### config.mk
export PLATFORM = sky130hd
export DESIGN_NAME = banzai_chip_seq
export DESIGN_NICKNAME = d
export VERILOG_FILES = /design/src/rtl/banzai_pkg.sv /design/src/rtl/banzai_chan_fsm.sv /design/src/rtl/banzai_chip_seq.sv
export SDC_FILE = /design/constraint.sdc
export NUM_CORES = 1
export LEC_CHECK = 0
export CORE_ASPECT_RATIO = 0.8
export CORE_MARGIN = 2
export CORE_UTILIZATION = 50
export CTS_CLUSTER_DIAMETER = 200
export CTS_CLUSTER_SIZE = 8
export DETAILED_ROUTE_END_ITERATION = 8
export GPL_TIMING_DRIVEN = 0
export MAX_ROUTING_LAYER = met4
export PLACE_DENSITY = 0.71
export SYNTH_ARGS = -nofsm -noshare
export SYNTH_HDL_FRONTEND = slang
export SYNTH_SLANG_ARGS = --single-unit
### constraint.sdc
create_clock -name clk -period 6.95 [get_ports clk]
set_clock_uncertainty 0.1 [all_clocks]
set_input_delay 1.7375 -clock clk [delete_from_list [all_inputs] [get_ports clk]]
set_output_delay 1.7375 -clock clk [all_outputs]
set_load 0.02 [all_outputs]
### src/rtl/banzai_pkg.sv
// rtl/banzai_pkg.sv - shared types and register map for the Bayesian-machine chip sequencer
package banzai_pkg;

    typedef enum logic [3:0] {
        ST_OFF    = 4'd0,
        ST_PWR_UP = 4'd1,
        ST_RST    = 4'd2,
        ST_IDLE   = 4'd3,
        ST_RUN    = 4'd4
    } chan_state_e;

    localparam logic [2:0] REG_PWR_EN   = 3'd0;
    localparam logic [2:0] REG_START    = 3'd1;
    localparam logic [2:0] REG_STATUS   = 3'd2;
    localparam logic [2:0] REG_ERR      = 3'd3;
    localparam logic [2:0] REG_TIMEOUT  = 3'd4;
    localparam logic [2:0] REG_DONE_STS = 3'd5;
    localparam logic [2:0] REG_IRQ_EN   = 3'd6;

    localparam int IRQ_EN_DONE = 0;
    localparam int IRQ_EN_ERR  = 1;

endpackage

### src/rtl/banzai_chan_fsm.sv
// rtl/banzai_chan_fsm.sv - one chip channel: power/reset sequencing, run timeout, start/done handling
module banzai_chan_fsm
    import banzai_pkg::*;
#(
    parameter int CNT_W   = 16,
    parameter int PWR_DLY = 64,
    parameter int RST_CYC = 8
) (
    input  logic             clk,
    input  logic             rst_n,
    input  logic             pwr_en_i,
    input  logic             start_i,
    input  logic             chip_done_i,
    input  logic [CNT_W-1:0] timeout_i,
    output logic [3:0]       state_o,
    output logic             chip_pwr_en_o,
    output logic             chip_rst_n_o,
    output logic             chip_start_o,
    output logic             done_set_o,
    output logic             err_set_o
);

    localparam logic [CNT_W-1:0] PWR_LAST = CNT_W'(PWR_DLY - 1);
    localparam logic [CNT_W-1:0] RST_LAST = CNT_W'(RST_CYC - 1);

    chan_state_e      state_q, state_d;
    logic [CNT_W-1:0] cnt_q, cnt_d;
    logic             start_q, start_d;
    logic [CNT_W:0]   cnt_inc;
    logic [CNT_W-1:0] cnt_sat;
    logic             timed_out;

    // Compare the post-increment count so the timeout lands after exactly TIMEOUT run cycles.
    assign cnt_inc   = {1'b0, cnt_q} + {{CNT_W{1'b0}}, 1'b1};
    assign cnt_sat   = (&cnt_q) ? cnt_q : cnt_inc[CNT_W-1:0];
    assign timed_out = (timeout_i != '0) && (cnt_inc >= {1'b0, timeout_i});

    always_comb begin
        state_d    = state_q;
        cnt_d      = cnt_q;
        start_d    = 1'b0;
        done_set_o = 1'b0;
        err_set_o  = 1'b0;
        if (!pwr_en_i) begin
            state_d = ST_OFF;
            cnt_d   = '0;
        end else begin
            case (state_q)
                ST_OFF: begin
                    state_d = ST_PWR_UP;
                    cnt_d   = '0;
                end
                ST_PWR_UP: begin
                    if (cnt_q >= PWR_LAST) begin
                        state_d = ST_RST;
                        cnt_d   = '0;
                    end else begin
                        cnt_d = cnt_sat;
                    end
                end
                ST_RST: begin
                    if (cnt_q >= RST_LAST) begin
                        state_d = ST_IDLE;
                        cnt_d   = '0;
                    end else begin
                        cnt_d = cnt_sat;
                    end
                end
                ST_IDLE: begin
                    if (start_i) begin
                        state_d = ST_RUN;
                        cnt_d   = '0;
                        start_d = 1'b1;
                    end
                end
                ST_RUN: begin
                    // Done outranks a timeout landing in the same cycle.
                    if (chip_done_i) begin
                        state_d    = ST_IDLE;
                        done_set_o = 1'b1;
                    end else if (timed_out) begin
                        state_d   = ST_RST;
                        cnt_d     = '0;
                        err_set_o = 1'b1;
                    end else begin
                        cnt_d = cnt_sat;
                    end
                end
                default: begin
                    state_d = ST_OFF;
                    cnt_d   = '0;
                end
            endcase
        end
    end

    always_ff @(posedge clk or negedge rst_n) begin
        if (!rst_n) begin
            state_q <= ST_OFF;
            cnt_q   <= '0;
            start_q <= 1'b0;
        end else begin
            state_q <= state_d;
            cnt_q   <= cnt_d;
            start_q <= start_d;
        end
    end

    assign state_o       = state_q;
    assign chip_pwr_en_o = (state_q != ST_OFF);
    assign chip_rst_n_o  = (state_q == ST_IDLE) || (state_q == ST_RUN);
    assign chip_start_o  = start_q;

endmodule

### src/rtl/banzai_chip_seq.sv
// rtl/banzai_chip_seq.sv - N-channel Bayesian-machine chip sequencer with register file and irq
module banzai_chip_seq
    import banzai_pkg::*;
#(
    parameter int N_CH    = 4,
    parameter int CNT_W   = 16,
    parameter int PWR_DLY = 64,
    parameter int RST_CYC = 8,
    parameter int TO_DEF  = 1000
) (
    input  logic            clk,
    input  logic            rst_n,
    input  logic            reg_req,
    input  logic            reg_we,
    input  logic [2:0]      reg_addr,
    input  logic [31:0]     reg_wdata,
    output logic            reg_gnt,
    output logic            reg_rvalid,
    output logic [31:0]     reg_rdata,
    output logic            reg_err,
    output logic [N_CH-1:0] chip_pwr_en,
    output logic [N_CH-1:0] chip_rst_n,
    output logic [N_CH-1:0] chip_start,
    input  logic [N_CH-1:0] chip_done,
    output logic            irq
);

    logic [N_CH-1:0]   pwr_en_q, pwr_en_d;
    logic [N_CH-1:0]   err_q, err_d;
    logic [N_CH-1:0]   done_q, done_d;
    logic [CNT_W-1:0]  timeout_q, timeout_d;
    logic [1:0]        irq_en_q, irq_en_d;
    logic              irq_q, irq_d;
    logic              rvalid_q;
    logic [31:0]       rdata_q, rdata_d;
    logic              rerr_q, rerr_d;

    logic              wr;
    logic [N_CH-1:0]   start_bits, err_clr, done_clr, err_set, done_set;
    logic [4*N_CH-1:0] status_vec;
    logic              unused_wdata;

    assign wr           = reg_req && reg_we;
    assign unused_wdata = ^reg_wdata;

    // Channels see the incoming PWR_EN value so power changes act at the write edge.
    assign pwr_en_d   = (wr && reg_addr == REG_PWR_EN)  ? reg_wdata[N_CH-1:0]  : pwr_en_q;
    assign timeout_d  = (wr && reg_addr == REG_TIMEOUT) ? reg_wdata[CNT_W-1:0] : timeout_q;
    assign irq_en_d   = (wr && reg_addr == REG_IRQ_EN)  ? reg_wdata[1:0]       : irq_en_q;
    assign start_bits = (wr && reg_addr == REG_START)    ? reg_wdata[N_CH-1:0] : '0;
    assign err_clr    = (wr && reg_addr == REG_ERR)      ? reg_wdata[N_CH-1:0] : '0;
    assign done_clr   = (wr && reg_addr == REG_DONE_STS) ? reg_wdata[N_CH-1:0] : '0;

    assign err_d  = (err_q  & ~err_clr)  | err_set;
    assign done_d = (done_q & ~done_clr) | done_set;
    assign irq_d  = (irq_en_q[IRQ_EN_DONE] & (|done_q)) | (irq_en_q[IRQ_EN_ERR] & (|err_q));

    for (genvar g = 0; g < N_CH; g++) begin : g_chan
        banzai_chan_fsm #(
            .CNT_W  (CNT_W),
            .PWR_DLY(PWR_DLY),
            .RST_CYC(RST_CYC)
        ) u_chan (
            .clk          (clk),
            .rst_n        (rst_n),
            .pwr_en_i     (pwr_en_d[g]),
            .start_i      (start_bits[g]),
            .chip_done_i  (chip_done[g]),
            .timeout_i    (timeout_q),
            .state_o      (status_vec[4*g +: 4]),
            .chip_pwr_en_o(chip_pwr_en[g]),
            .chip_rst_n_o (chip_rst_n[g]),
            .chip_start_o (chip_start[g]),
            .done_set_o   (done_set[g]),
            .err_set_o    (err_set[g])
        );
    end

    always_comb begin
        rdata_d = '0;
        rerr_d  = reg_req && (reg_addr > REG_IRQ_EN);
        if (reg_req && !reg_we) begin
            case (reg_addr)
                REG_PWR_EN:   rdata_d = 32'(pwr_en_q);
                REG_STATUS:   rdata_d = 32'(status_vec);
                REG_ERR:      rdata_d = 32'(err_q);
                REG_TIMEOUT:  rdata_d = 32'(timeout_q);
                REG_DONE_STS: rdata_d = 32'(done_q);
                REG_IRQ_EN:   rdata_d = 32'(irq_en_q);
                default:      rdata_d = '0;
            endcase
        end
    end

    always_ff @(posedge clk or negedge rst_n) begin
        if (!rst_n) begin
            pwr_en_q  <= '0;
            err_q     <= '0;
            done_q    <= '0;
            timeout_q <= CNT_W'(TO_DEF);
            irq_en_q  <= '0;
            irq_q     <= 1'b0;
            rvalid_q  <= 1'b0;
            rdata_q   <= '0;
            rerr_q    <= 1'b0;
        end else begin
            pwr_en_q  <= pwr_en_d;
            err_q     <= err_d;
            done_q    <= done_d;
            timeout_q <= timeout_d;
            irq_en_q  <= irq_en_d;
            irq_q     <= irq_d;
            rvalid_q  <= reg_req;
            rdata_q   <= rdata_d;
            rerr_q    <= rerr_d;
        end
    end

    assign reg_gnt    = 1'b1;
    assign reg_rvalid = rvalid_q;
    assign reg_rdata  = rdata_q;
    assign reg_err    = rerr_q;
    assign irq        = irq_q;

endmodule

; Word level (Yosys, flattened, before mapping)
; Cells that the tools add are included.
[totals]
ff_bits = 149
wordCells = 237
out_inout_bits = 48
[classes]
addsub = 4
order_cmp = 13
eq_ne = 42
reduce_logical = 42
mux = 106
n_bitwise = 9
[ops]
columns = operator, count
row1 = $mux W16, 28
row2 = $pmux W16 S4, 4
row3 = $mux W4, 28
row4 = $pmux W16 S6, 1
row5 = $pmux W4 S5, 4
row6 = $add A16 B1 Y17 const B, 4
row7 = $ge A17 B16 Y1, 4
row8 = $ge A16 B3 Y1 const B, 4
row9 = $ge A16 B6 Y1 const B, 4
row10 = $reduce_and A16 Y1, 4
row11 = $mux W1, 40
row12 = $eq A4 B2 Y1 const B, 8
row13 = $mux W32, 1
row14 = $ne A3 B2 Y1 const B, 8
row15 = $ne A3 B3 Y1 const B, 8
row16 = $eq A4 B1 Y1 const B, 4
row17 = $eq A4 B3 Y1 const B, 4
row18 = $logic_not A4 Y1, 4
row19 = $ne A4 B3 Y1 const B, 4
row20 = $reduce_and A4 Y1, 4
row21 = $reduce_bool A16 Y1, 1
row22 = $reduce_bool A4 Y1, 4
row23 = $logic_and A1 B1 Y1, 13
row24 = $eq A3 B3 Y1 const B, 3
row25 = 13 further kinds, 25

; Depth between registers and ports, before layout
[depth]
word_depth = 8
depth_mapped = 16
depth_no_buf = 14

; By module
; Synthesis repeated with hierarchy kept, for this count alone.
[hier_totals]
cells_unflattened = 1129
area_unflattened_um2 = 10084.7
[modules_own_cells]
columns = module, n_inst, area_per_inst_um2, cells_per_inst
row1 = banzai_chan_fsm (g_chan[0].u_chan ...), 3, 1970.6, 240
row2 = banzai_chip_seq, 1, 2288.4, 184
row3 = banzai_chan_fsm (g_chan[3].u_chan), 1, 1884.3, 225

; Worst setup path after synthesis
; OpenSTA, ideal clock, no wires.
[synth_path]
path_type = input to register
start = in reg_addr[2]
end = reg g_chan[2].u_chan.cnt_q[14]
required_time_ns = 6.739
path_stages = 9
setup_slack_ns = 3.436
arrival_time_ns = 3.302
cell_sequence = buf_2 > nor3_4 > nand2_2 > mux2i_4 > inv_2 > nand3_1 > nand2_1 > o21ai_0 > a2111oi_2
[synth_via]
elab_chain_len = 5
[synth_lines]
columns = element, line
row1 = "start, declared", banzai_chip_seq.sv:15  ; input logic [2:0] reg_addr,
row2 = $logic_not A3 Y1 (*), banzai_chip_seq.sv:47  ; assign pwr_en_d = (wr && reg_addr == REG_PWR_EN) ? reg_wdata[N_CH-1:0] : pwr_en_q;
row3 = $logic_and A1 B1 Y1 (*), banzai_chip_seq.sv:47
row4 = $mux W4 (*), banzai_chip_seq.sv:47
row5 = via g_chan[2].u_chan.pwr_en_i, banzai_chan_fsm.sv:11  ; input logic pwr_en_i,
row6 = $ne A3 B3 Y1 (no source line), -
row7 = $reduce_and A2 Y1 (no source line), -
row8 = "end signal, assigned", banzai_chan_fsm.sv:104  ; cnt_q <= cnt_d;
row9 = "end, declared", banzai_chan_fsm.sv:27  ; logic [CNT_W-1:0] cnt_q, cnt_d;
; The timed path passes the listed nets; every way through them passes the cells marked *.
; A chain may end at the register's enable or synchronous reset.

; Worst setup path after layout
[layout_path]
start = in reg_addr[1]
end = reg g_chan[2].u_chan.cnt_q[2]
[layout_via]
elab_chain_len = 5
[layout_lines]
columns = element, line
row1 = $eq A3 B1 Y1 / $logic_not A3 Y1 (equally long branches), "banzai_chip_seq.sv:50, banzai_chip_seq.sv:47"
row2 = "$logic_and A1 B1 Y1, on equally long branches", "banzai_chip_seq.sv:50, banzai_chip_seq.sv:47"
row3 = "$mux W4, on equally long branches", "banzai_chip_seq.sv:50, banzai_chip_seq.sv:47"
row4 = $ne A3 B3 Y1 (no source line), -
row5 = $reduce_and A2 Y1 (no source line), -
; Parallel ways exist; a longest one is shown, timed or not.

==> impl_metrics.csv <==
group,metric,value,unit
synthesis,synthArstFlopShare,100,%
timing,setup_ws,2.72,ns
timing,slew_headroom,41.9,%
clocking,cts_hold_buf,0,
final_layout,syn_to_final_growth,17.0,%
clocking,numClockSinks,129,
timing,max_clock_freq,236,MHz
synthesis,ys_ff_latch,129,
timing,period_minus_slack,4.23,ns
floorplanning,initial_core_util,51.0,%
final_layout,layout.cells.most_common_list,"123 x dfrtp_1, 98 x nand2_1, 87 x nor2_1",
critical_path,crit_path_start_kind,"primary input",
drt,drt_wl_total,26.4,mm
drt,drt_pass1_iterations,5,
drt,drt-wirelength-per-cell,19.0,µm
critical_path,r2r_cells,12,
clocking,cts-root-buf,"clkbuf_16",
synthesis,syn_inst,1055,
floorplanning,row_count,44,
power,p_per_area,234,nW/µm²
run,maxCapViolCount,0,
power,peakVddDrop,151,µV
status,status,"complete, no violations",
clocking,cts_tree,"done",
critical_path,path_max_fanout,10,
final_layout,finalCoreUtilization,59.6,%
hold_path,holdCritPathClass,"flip-flop to flip-flop",
synthesis,synth_edf_count,0,
clocking,clk_latency,0.43,ns
floorplanning,fp.dieArea,19600,µm²
critical_path,slowest_delay,0.51,ns
global_routing,grt_max_degree,97,
drt,drc_errors,0,
global_routing,grt_pass1_vias,7918,
placement,port_buffers,56,
floorplanning,core-area,18200,µm²
drt,ant_nets,0,
global_routing,grt-ovfl-total,0,
placement,dpl.cell_count,1357,
final_layout,multiInputGateArea,5500,µm²
placement,pre_cts_ws,2.34,ns
critical_path,path_cells,"clkdlybuf4s50_1 -> buf_4 -> nor2_1 -> and2_1 -> a21oi_1 -> o21ai_2 -> nand2_1 -> nor2_4 -> o21ai_0",
timing,finalMaxSlewViolations,0,
timing,setup_viol,0,
critical_path,cp-end-kind,"flip-flop",
final_layout,mostFrequentLayoutCell,"dfrtp_1",
power,p_leak,5.06,nW
floorplanning,die_x,156,µm
placement,place_area,10200,µm²
floorplanning,die_h,126,µm
synthesis,dominantRegCellSynth,"dfrtp_1",
final_layout,final_area,10800,µm²
final_layout,final_cells,1389,
drt,drtIter0Drc,846,
clocking,htreeDepth,4,
synthesis,ys_types,84,
synthesis,netlist_area,9260,µm²
drt,via_count,8444,
final_layout,ff_latch_area,3240,µm²
critical_path,required,7.15,ns
clocking,clock_path_buffers,2,
clocking,clkTransAtPathRegs,0.06,ns
final_layout,drive_gt1_share,12.1,%
timing,fin_crit_sh,60.9,%
timing,grt_setup_unrepaired,"no",
clocking,cts-resized-gates,0,
synthesis,synth_sequential_area_ratio,35.0,%
floorplanning,ioPinCount,91,
timing,hold_viol,0,
final_layout,antenna_cells,0,
placement,gp_congestion,0.994,
global_routing,grtUsageTotal,28.8,%
critical_path,path_class,"primary input to flip-flop",
synthesis,syn_avg_cell_area,8.77,µm²
global_routing,antenna_found_initial,0,
final_layout,nets,1257,
clocking,cts_made_buffers,17,
timing,fin_setup_tns,0,ns
global_routing,grt_pass1_wl,42.8,mm
timing,holdWs,0.424,ns
synthesis,yosysWarningCount,0,
critical_path,cp_slowest_cell,"clkdlybuf4s50_1",
power,p_total,2.53,mW
timing,tightest_slew,0.861,ns
placement,dpl.hpwl,19.0,mm
drt,viasPerCell,6.08,
critical_path,worstPathArrival,4.44,ns
hold_path,hold_depth,1,
final_layout,fillerInstances,1600,
clocking,post_cts_buffers,0,
state kept, by name, summed over array words and instances (netlist names):
name and flops:
g_chan.u_chan.cnt_q 64, reg_rdata 16, timeout_q 16, g_chan.u_chan.state_o 12, done_q 4, err_q 4
g_chan.u_chan.chip_start_o 4, pwr_en_q 4, irq_en_q 2, irq 1, reg_err 1, reg_rvalid 1
worst max-delay path, delay by kind of cell:
kind	cells	cell delay (ns)
compound gates	3	0.75
buf+inv	2	0.73
simple gates	4	1.22
cells in the mapped netlist, drive strengths merged, types with 6 or more instances:
cell type / n / area share [%]
dfrtp: 123 / 33
a21o: 12 / 0.97
buf: 52 / 3.7
and2: 12 / 0.81
nand3: 52 / 2.9
inv: 39 / 1.6
clkbuf: 22 / 0.91
dfstp: 6 / 1.7
and3: 26 / 1.8
ha: 68 / 9.2
a311oi: 10 / 1.1
o211ai: 6 / 0.49
mux2i: 7 / 0.89
a21oi: 79 / 4.3
xnor2: 34 / 3.2
a22oi: 11 / 0.89
a22o: 10 / 0.95
nand2b: 9 / 0.61
xor2: 26 / 2.5
or3: 6 / 0.41
o21ai: 71 / 3.9
o21a: 8 / 0.73
o22ai: 7 / 0.47
nor2: 89 / 3.7
o31ai: 8 / 0.85
o41ai: 7 / 0.87
mux2: 21 / 2.6
a221oi: 6 / 0.57
nor2b: 8 / 0.54
nand4: 21 / 1.5
nand2: 100 / 4.1
and4: 10 / 0.95
nor4: 19 / 1.4
nor3: 22 / 1.5
final cells by class:
class | instances | area share (%)
Multi-Input combinational cell | 828 | 50.8
Buffer | 74 | 3.96
Inverter | 39 | 1.35
Clock buffer | 19 | 4.18
Timing Repair Buffer | 57 | 5.44
Tap cell | 230 | 2.66
Sequential cell | 129 | 29.9
Clock inverter | 13 | 1.71
metal layers:
layer,routed length (µm),vias to the layer above,track usage (%)
li1,-,4006,-
met1,12600,4034,42.8
met4,384,0,7.61
met3,2150,32,5.26
met5,0,-,-
met2,11200,372,40.5
where the power goes:
group,switching [mW],leakage (nW),internal [mW]
Sequential,0.0524,1.75,0.812
Clock,0.358,0.297,0.618
Combinational,0.422,3.02,0.271
Total,0.833,5.06,1.70
path summary, 6_finish.rpt:
kind | to | slack [ns] | start
setup / recovery | g_chan[2].u_chan.cnt_q[2]$_DFFE_PN0P_ | 2.72 | reg_addr[1]
hold / removal | g_chan[3].u_chan.cnt_q[1]$_DFFE_PN0P_ | 0.42 | g_chan[3].u_chan.cnt_q[1]$_DFFE_PN0P_
setup reg to reg | g_chan[3].u_chan.state_o[1]$_DFFE_PN0P_ | 2.79 | g_chan[3].u_chan.cnt_q[0]$_DFFE_PN0P_
hold reg to reg | g_chan[3].u_chan.cnt_q[1]$_DFFE_PN0P_ | 0.42 | g_chan[3].u_chan.cnt_q[1]$_DFFE_PN0P_
max in group asynchronous | g_chan[3].u_chan.state_o[2]$_DFFE_PN0P_ | 4.83 | rst_n
min in group asynchronous | g_chan[2].u_chan.cnt_q[13]$_DFFE_PN0P_ | 1.09 | rst_n
logic make-up after synthesis:
kind of cell	after synthesis	share of synthesized area, %
multiplexers	28	3.45
other	2	0.0811
buffers and inverters	113	6.22
flip-flops	129	35.0
XOR/XNOR	60	5.68
adder cells (fa/ha/maj)	68	9.19
AND/OR/NAND/NOR	389	21.3
AO/OA/AOI/OAI	266	19.1
(Power assumes the default switching activity.)
